### config.mk
export PLATFORM = sky130hd
export DESIGN_NAME = fixed_priority_arbiter_flat
export DESIGN_NICKNAME = d
export VERILOG_FILES = /design/src/rtl/arb_pkg.sv /design/src/rtl/fixed_priority_arbiter_if.sv /design/src/rtl/fixed_priority_pick.sv /design/src/rtl/fixed_priority_arbiter.sv /design/src/flat_wrapper.sv
export SDC_FILE = /design/constraint.sdc
export NUM_CORES = 1
export LEC_CHECK = 0
export ABC_CLOCK_PERIOD_IN_PS = 900
export BUFFER_PORTS_ARGS = -buffer_cell sky130_fd_sc_hd__clkbuf_2
export CAP_MARGIN = 20
export CORE_AREA = 4 4 41 43
export DETAILED_ROUTE_END_ITERATION = 8
export DIE_AREA = 0 0 45 47
export RECOVER_POWER = 100
export SYNTH_ARGS = -nofsm -noshare
export SYNTH_HDL_FRONTEND = slang
export SYNTH_SLANG_ARGS = --single-unit
### constraint.sdc
create_clock -name clk -period 0.9 [get_ports clk]
set_clock_uncertainty 0.1 [all_clocks]
set_input_delay 0.18 -clock clk [delete_from_list [all_inputs] [get_ports clk]]
set_output_delay 0.18 -clock clk [all_outputs]
set_load 0.01 [all_outputs]
### src/rtl/arb_pkg.sv
// Shared arbiter definitions: default width and one-hot to binary encoder.
// Latency: none (package of constants and pure functions).
// Backpressure: not applicable.
package arb_pkg;

  localparam int ARB_N_DEFAULT = 3;
  localparam int ARB_N_MAX     = 32;
  localparam int ARB_IDW_MAX   = 5;

  // Encodes a one-hot vector, zero-extended to ARB_N_MAX bits, into its bit index.
  // An all-zero vector encodes to 0. Callers truncate the result to their own index width.
  function automatic logic [ARB_IDW_MAX-1:0] onehot2bin(input logic [ARB_N_MAX-1:0] vec);
    logic [ARB_IDW_MAX-1:0] idx;
    idx = '0;
    for (int i = 0; i < ARB_N_MAX; i++) begin
      if (vec[i]) begin
        idx = idx | ARB_IDW_MAX'(i);
      end
    end
    return idx;
  endfunction

endpackage

### src/rtl/fixed_priority_arbiter_if.sv
// Request/grant bundle between requestors and the fixed-priority arbiter.
// Latency: none (wires only).
// Backpressure: none; requests are re-evaluated every cycle.
interface fixed_priority_arbiter_if #(
  parameter int N = arb_pkg::ARB_N_DEFAULT
);
  localparam int IDW = (N > 1) ? $clog2(N) : 1;

  logic [N-1:0]   req;
  logic [N-1:0]   grant;
  logic           grant_vld;
  logic [IDW-1:0] grant_idx;

  // Requestor side: drives requests, observes the grant.
  modport master (
    output req,
    input  grant,
    input  grant_vld,
    input  grant_idx
  );

  // Arbiter side: consumes requests, produces the grant.
  modport slave (
    input  req,
    output grant,
    output grant_vld,
    output grant_idx
  );
endinterface

### src/rtl/fixed_priority_pick.sv
// Isolates the lowest set bit of the request vector (bit 0 has highest priority).
// Latency: purely combinational.
// Backpressure: none; winner follows req directly, zero when req is zero.
module fixed_priority_pick #(
  parameter int N = arb_pkg::ARB_N_DEFAULT
) (
  input  logic [N-1:0] req,
  output logic [N-1:0] winner
);

  // Two's-complement trick: req & -req keeps only the lowest set bit.
  assign winner = req & (~req + N'(1));

endmodule

### src/rtl/fixed_priority_arbiter.sv
// Fixed-priority arbiter: lowest-indexed active request wins, registered one-hot grant + index.
// Latency: 1 cycle from req sample to grant/grant_vld/grant_idx.
// Backpressure: none; no hold or lock, grant tracks req every cycle and higher priority preempts.
module fixed_priority_arbiter
  import arb_pkg::*;
#(
  parameter int N = ARB_N_DEFAULT
) (
  input logic                    clk,
  input logic                    rst,
  fixed_priority_arbiter_if.slave bus
);

  localparam int IDW = (N > 1) ? $clog2(N) : 1;

  logic [N-1:0]   winner;
  logic [IDW-1:0] winner_idx;

  fixed_priority_pick #(.N(N)) u_pick (
    .req    (bus.req),
    .winner (winner)
  );

  // Encode the one-hot winner; zero winner encodes to index 0.
  always_comb begin
    winner_idx = IDW'(onehot2bin(ARB_N_MAX'(winner)));
  end

  // Output register bank; reset clears outputs immediately, independent of clk.
  // grant_vld comes straight from |req so an X in a higher-index bit cannot
  // mask a known 1 in a lower-index bit.
  always_ff @(posedge clk or posedge rst) begin
    if (rst) begin
      bus.grant     <= '0;
      bus.grant_vld <= 1'b0;
      bus.grant_idx <= '0;
    end else begin
      bus.grant     <= winner;
      bus.grant_vld <= |bus.req;
      bus.grant_idx <= winner_idx;
    end
  end

`ifndef SYNTHESIS
  // Grant is never more than one bit.
  a_grant_onehot0: assert property (@(posedge clk) disable iff (rst)
    $onehot0(bus.grant));

  // Valid flag agrees with the grant vector.
  a_vld_matches: assert property (@(posedge clk) disable iff (rst)
    bus.grant_vld == (|bus.grant));

  // Index points at the granted bit, and is zero when nothing is granted.
  a_idx_matches: assert property (@(posedge clk) disable iff (rst)
    bus.grant_vld ? bus.grant[bus.grant_idx] : (bus.grant_idx == '0));
`endif

endmodule

### src/flat_wrapper.sv
// flat-port wrapper written by rule: the top's interface ports become plain ports
module fixed_priority_arbiter_flat import arb_pkg::*;
#(
  parameter int N = ARB_N_DEFAULT
)
  (clk, rst, bus_req, bus_grant, bus_grant_vld, bus_grant_idx);
  fixed_priority_arbiter_if #(.N(N)) bus_i ();
  input logic clk;
  input logic rst;
  input wire logic [$bits(bus_i.req)-1:0] bus_req;
  output wire logic [$bits(bus_i.grant)-1:0] bus_grant;
  output wire logic [$bits(bus_i.grant_vld)-1:0] bus_grant_vld;
  output wire logic [$bits(bus_i.grant_idx)-1:0] bus_grant_idx;
  assign bus_i.req = bus_req;
  assign bus_grant = bus_i.grant;
  assign bus_grant_vld = bus_i.grant_vld;
  assign bus_grant_idx = bus_i.grant_idx;
  fixed_priority_arbiter #(.N(N)) u_core (.clk(clk), .rst(rst), .bus(bus_i));
endmodule
# Word-level counts from Yosys, hierarchy flattened
# Index checks and enable logic that the tools add are counted.
[word_totals]
in_bits = 5
register_bits = 6
word_cells = 9
output_inout_bits = 6
[op_classes]
reduce_logical = 1
bitwise_logic = 2
addsub = 1
n_mux = 2
[ops]
columns = ["cell", "n"]
rows = [
  ["$add A3 B1 Y3 const B", 1],
  ["$and A3 B3 Y3", 1],
  ["$not A3 Y3", 1],
  ["$reduce_or A3 Y1", 1],
  ["$mux W2", 1],
  ["$mux W1", 1],
]

# Longest topological paths before layout
# Gate-level depths: netlist of the first run.
[depth]
depth_word = 5
ltp_mapped = 1
ltp_nobuf = 1

# Cells and area by module
# A second synthesis of the first run with hierarchy kept.
[hier_totals]
cells_unflattened = 11
hier_area_um2 = 151.4
[by_module_without_submodules]
columns = ["module", "seq_area_each_um2", "n_inst", "cells_per_inst", "area_per_inst_um2"]
rows = [
  ["fixed_priority_arbiter", 100.1, 1, 8, 125.1],
  ["fixed_priority_pick", 0.0, 1, 3, 26.3],
]

# Least setup slack after synthesis of the first run
# No wires, ideal clock.
[synth_path]
kind = "register to output"
start = "register, netlist name u_core.bus.grant[1]"
end = "output port bus_grant_idx[0]"
arrival_ns = 0.539
setup_slack_ns = 0.081
path_buffers = 1
required_time_ns = 0.620
path_stages_with_launch = 2
cell_sequence = "dfrtp_1 -> buf_4"
[synth_rtl]
columns = ["element", "line_no", "rtl"]
rows = [
  ["to (decl)", "flat_wrapper.sv:13", "output wire logic [$bits(bus_i.grant_idx)-1:0] bus_grant_idx;"],
]

# Worst setup path after layout of the first run
[layout_path]
start = "register u_core.bus.grant[2]"
end = "output port bus_grant[2]"
[layout_rtl]
columns = ["element", "line_no", "rtl"]
rows = [
  ["from (decl)", "fixed_priority_arbiter_if.sv:25", "output grant,"],
  ["from (signal assigned)", "fixed_priority_arbiter.sv:38", "bus.grant <= winner;"],
  ["to (decl)", "flat_wrapper.sv:11", "output wire logic [$bits(bus_i.grant)-1:0] bus_grant;"],
]
# No word-level cell between the ends.

==> results of run 1 <==
## registers in the layout (all words and copies together) (netlist names)
register / cells
u_core.bus.grant: 3
u_core.bus.grant_vld: 1
## layout make-up
class | count | share of cell area, %
sequential | 4 | 44.9
clock buffer | 3 | 10.1
timing repair buffer | 11 | 25.8
tap | 15 | 8.43
multi-input combinational | 3 | 8.99
inverter | 1 | 1.69
## kinds of logic after synthesis
logic type / share of synthesized area, %
and+or+nand+nor: 14.4
buffers and inverters: 13.5
DFF: 72.1
## placed cells by master, fill, tap and decap left out, drive strengths merged
master and count:
buf 1, clkbuf 12, dfrtp 4, dlygate4sd3 1
inv 1, nor2b 1, nor3b 1, or3 1
## metrics by stage
| stage | setup TNS, ns | std cells | area, sq um | worst slack (ns) |
|---|---|---|---|---|
| detailed placement | 0 | 33 | 193 | 0.0449 |
| floorplan | 0 | 10 | 139 | 0.0808 |
| finish | -0.591 | 37 | 223 | -0.108 |
| global route | -0.752 | 37 | 223 | -0.139 |
| CTS | -0.667 | 37 | 225 | -0.122 |
| global placement | 0 | 33 | 193 | 0.0363 |
## where the power goes
group,switching (uW),internal [uW],total (uW)
Combinational,20.5,19.1,39.5
Clock,69.2,149,218
Sequential,2.77,189,192
## per-layer routing
metal  global-route usage, %  routed length [um]
met4                    8.77                  14
met3                    3.45                  72
met5                       0                   0
met2                    3.39                  87
met1                    3.93                 124
## final timing paths
kind / start / slack (ns) / to / cells after the start
max: u_core.bus.grant[2] / -0.11 / bus_grant[2] / 1
min: bus_req[0] / 0.02 / u_core.bus.grant[0] / 1
max in group asynchronous: rst / 0.30 / u_core.bus.grant[2] / 3
min in group asynchronous: rst / 0.26 / u_core.bus.grant_vld / 3
## repair_timing
action,in CTS,in global routing
gates resized for setup,0,1
hold endpoints to repair,4,0
hold buffers,1,0
setup endpoints to repair,6,6
==> flow_summary.yaml, run 1 <==
pwr:
  power_density_nw_per_um2: 2020
  p_leak_uw: 0.000112
  ir_worst_vdd_mv: 0.303
  power_uw: 449
timing:
  worst_pin_slew_ns: 0.187
  hold_viol: 0
  whs_ns: 0.0171
  finalSetupViolCount: 6
  rsz0062_at_grt: "true"
  setup_ws_ns: -0.108
  timing.max_slew.rel_slack_pct: 87.5
  fmax_mhz: 992
  fin_crit_ns: 1.01
  drv_slew: 0
  period_share_pct: 112
cts:
  numCtsBuffers: 3
  cts_root_buf: "clkbuf_4"
  cts_tree: "yes"
  clk_pin_slew_ns: 0.04
  cts.sinks: 4
  clockBufferDepth: 2
  postCtsSetupRepairBufs: 0
  ctsHtreeMaxLevel: 1
floorplanning:
  die_w_um: 45
  die_h_um: 47
  coreArea_sq_um: 1300
  start_util_pct: 10.7
  io_pins: 11
  die-area_sq_um: 2120
  rows: 13
critical_path:
  arrival_ns: 0.73
  path_cells: "clkbuf_2"
  end_kind: "output port"
  slowest_delay_ns: 0.37
  slowest_stage: "dfrtp_1"
  worstSetupStartpointType: "flip-flop"
  worstPathMaxFanout: 2
  path_class: "flip-flop to output port"
  crit_required_ns: 0.62
  path_delay_family: "flip-flops"
  cp_num_buf_inv: 1
synthesis:
  yosys.cell_types.count: 6
  yosysWarnings: 0
  yosysMostFrequentCell: "dfrtp_1"
  ys_seq_area_share_pct: 72.1
  synth_area_leaders: "dfrtp_1, buf_4, nor3b_1"
  yosys-top-cells-count: "dfrtp_1, buf_4"
  synth_cells: 10
  synth_flop_cell: "dfrtp_1"
  ys_ff_latch: 4
  synth.cell_area_sq_um: 139
  avgSynthCellArea_sq_um: 13.9
  postSynthNetCount: 15
  synth_edf_count: 0
  synthArstFlopShare_pct: 100
  synth_top_area_share_pct: 72.1
  yosys.area.top_type: "dfrtp_1"
global_routing:
  grt_first_pass_wirelength_um: 462
  grt_overflow: 0
  first_global_vias: 118
  grt_max_degree: 5
  grt.total_usage_pct: 4.21
  antenna_found_initial: 0
detailed_routing:
  vias: 106
  wl_per_cell_um: 8.08
  ant_nets: 0
  drt_iter0_drc: 0
  dr.pass1.iters: 1
  viasPerCell: 2.86
  drc: 0
  wirelength_um: 299
run:
  maxCapViolations: 0
cells_and_area:
  diodes: 0
  fillCellCount: 156
  drive_gt1_share_pct: 50.0
  multi_input_area_sq_um: 20.0
  syn_to_final_growth_pct: 60.4
  seqCellArea_sq_um: 100
  finalNetCount: 29
  fin_util_pct: 17.1
status:
  status: "complete, but fails checks"
  violations: "setup timing"
placed_design:
  portBuffers: 10
  gp_congestion: 0.571
min_path:
  hold_class: "primary input to flip-flop"
No activity file was read; power rests on OpenSTA's default activity.
==> inputs of run 2 (changes only) <==
--- a/config.mk
+++ b/config.mk
@@ -7,10 +7,11 @@
 export LEC_CHECK = 0
 export ABC_CLOCK_PERIOD_IN_PS = 900
 export BUFFER_PORTS_ARGS = -buffer_cell sky130_fd_sc_hd__clkbuf_2
-export CAP_MARGIN = 20
+export CAP_MARGIN = 5
 export CORE_AREA = 4 4 41 43
 export DETAILED_ROUTE_END_ITERATION = 8
 export DIE_AREA = 0 0 45 47
+export GPL_TIMING_DRIVEN = 0
 export RECOVER_POWER = 100
 export SYNTH_ARGS = -nofsm -noshare
 export SYNTH_HDL_FRONTEND = slang
==> flow_summary.yaml, run 2 (synthesized netlist as in run 1, its figures left out) <==
status:
  status: "complete, but fails checks"
  violations: "setup timing"
cts:
  numCtsBuffers: 3
  cts.sinks: 4
  clockBufferDepth: 2
  cts_tree: "yes"
  clk_pin_slew_ns: 0.03
  cts_root_buf: "clkbuf_4"
  ctsHtreeMaxLevel: 1
pwr:
  clkPwrFrac_pct: 46.2
  power_density_nw_per_um2: 1730
  intPower_uw: 370
  pwr-share-comb_pct: 12.1
  switching_share_pct: 19.7
  seqPwrFrac_pct: 41.7
  p_switching_uw: 91.0
  p_leak_uw: 0.000129
  ir_worst_vdd_mv: 0.247
min_path:
  hold_class: "primary input to flip-flop"
cells_and_area:
  seqCellArea_sq_um: 100
  drive_gt1_share_pct: 48.0
  diodes: 0
  syn_to_final_growth_pct: 91.9
  top_register: "u_core.bus.grant"
  fin_area_sq_um: 267
  finalNetCount: 32
  mostFrequentLayoutCells: "buf_6, clkbuf_2, dfrtp_1"
  largest_reg_flops: 3
  fillCellCount: 153
  reg_top3: "u_core.bus.grant x3, u_core.bus.grant_vld x1"
  fin_util_pct: 20.5
  multi_input_area_sq_um: 20.0
global_routing:
  grt.total_usage_pct: 4.44
  antenna_found_initial: 0
  grt_max_degree: 5
  grt_overflow: 0
  grt_first_pass_wirelength_um: 517
  first_global_vias: 140
timing:
  hold_viol: 0
  timing.max_slew.rel_slack_pct: 89.5
  fmax_mhz: 902
  period_share_pct: 123
  rsz0062_at_grt: "true"
  setup_ws_ns: -0.209
  drv_slew: 0
  whs_ns: 0.0652
  finalSetupViolCount: 6
  worst_pin_slew_ns: 0.157
  fin_crit_ns: 1.11
detailed_routing:
  viasPerCell: 3.13
  dr.pass1.iters: 1
  drc: 0
  wl_per_cell_um: 8.35
  vias: 125
  drt_iter0_drc: 0
  wirelength_um: 334
  ant_nets: 0
floorplanning:
  start_util_pct: 10.7
  io_pins: 11
  rows: 13
  die_h_um: 47
  coreArea_sq_um: 1300
  die-area_sq_um: 2120
  die_w_um: 45
critical_path:
  end_kind: "output port"
  worstPathMaxFanout: 2
  path_class: "flip-flop to output port"
  arrival_ns: 0.83
  worstSetupStartpointType: "flip-flop"
  crit_required_ns: 0.62
placed_design:
  portBuffers: 10
  dpl_cell_area_sq_um: 208
  gp_congestion: 0.548
run:
  maxCapViolations: 0
run 2: final cells by class:
cell class / instances / area share (%)
Sequential cell: 4 / 37.6
Timing Repair Buffer: 12 / 29.6
Clock buffer: 3 / 8.45
Buffer: 2 / 8.45
Multi-Input combinational cell: 3 / 7.51
Tap cell: 15 / 7.04
Inverter: 1 / 1.41
run 2: power groups by stage:
stage | sequential (uW) | combinational (uW) | clock, uW
after CTS | 192 | 50.2 | 228
final | 193 | 55.8 | 213
after global placement | 194 | 42.3 | 0
after detailed placement | 194 | 43.6 | 0
after floorplan | 198 | 15.0 | 0
after global routing | 193 | 61.4 | 232
run 2: worst paths after layout:
path                                startpoint                   end  slack [ns]  cells past startpoint
worst min-delay path                bus_req[1]   u_core.bus.grant[2]        0.07                      2
max in group asynchronous                  rst  u_core.bus.grant_vld        0.29                      3
worst max-delay path       u_core.bus.grant[2]      bus_grant_idx[1]       -0.21                      2
min in group asynchronous                  rst   u_core.bus.grant[0]        0.27                      3
run 2: timing repair:
action,4_1_cts,5_1_grt
buffers inserted,0,0
hold endpoints to repair,5,0
hold buffers,2,0
gates resized for setup,0,7
setup endpoints to repair,6,6
run 2: metrics by stage:
stage	setup WS, ns	std cells	TNS, ns	power (uW)
finish	-0.209	40	-0.829	461
global route	-0.238	40	-0.989	487
CTS	-0.229	40	-0.875	470
detailed placement	0.0235	35	0	238
global placement	0.0293	35	0	236
floorplan	0.0808	10	0	213
run 2: per-layer routing:
layer	track usage (%)	vias to the layer above	wire (um)
met5	0	-	0
met4	8.77	0	15
met3	4.21	2	76
met2	4.52	13	124
met1	3.22	51	117
li1	-	59	-
run 2: worst max-delay path: stages, from the launching register on:
cell,delay (ns)
dfrtp_1,0.38
buf_6,0.12
buf_6,0.11
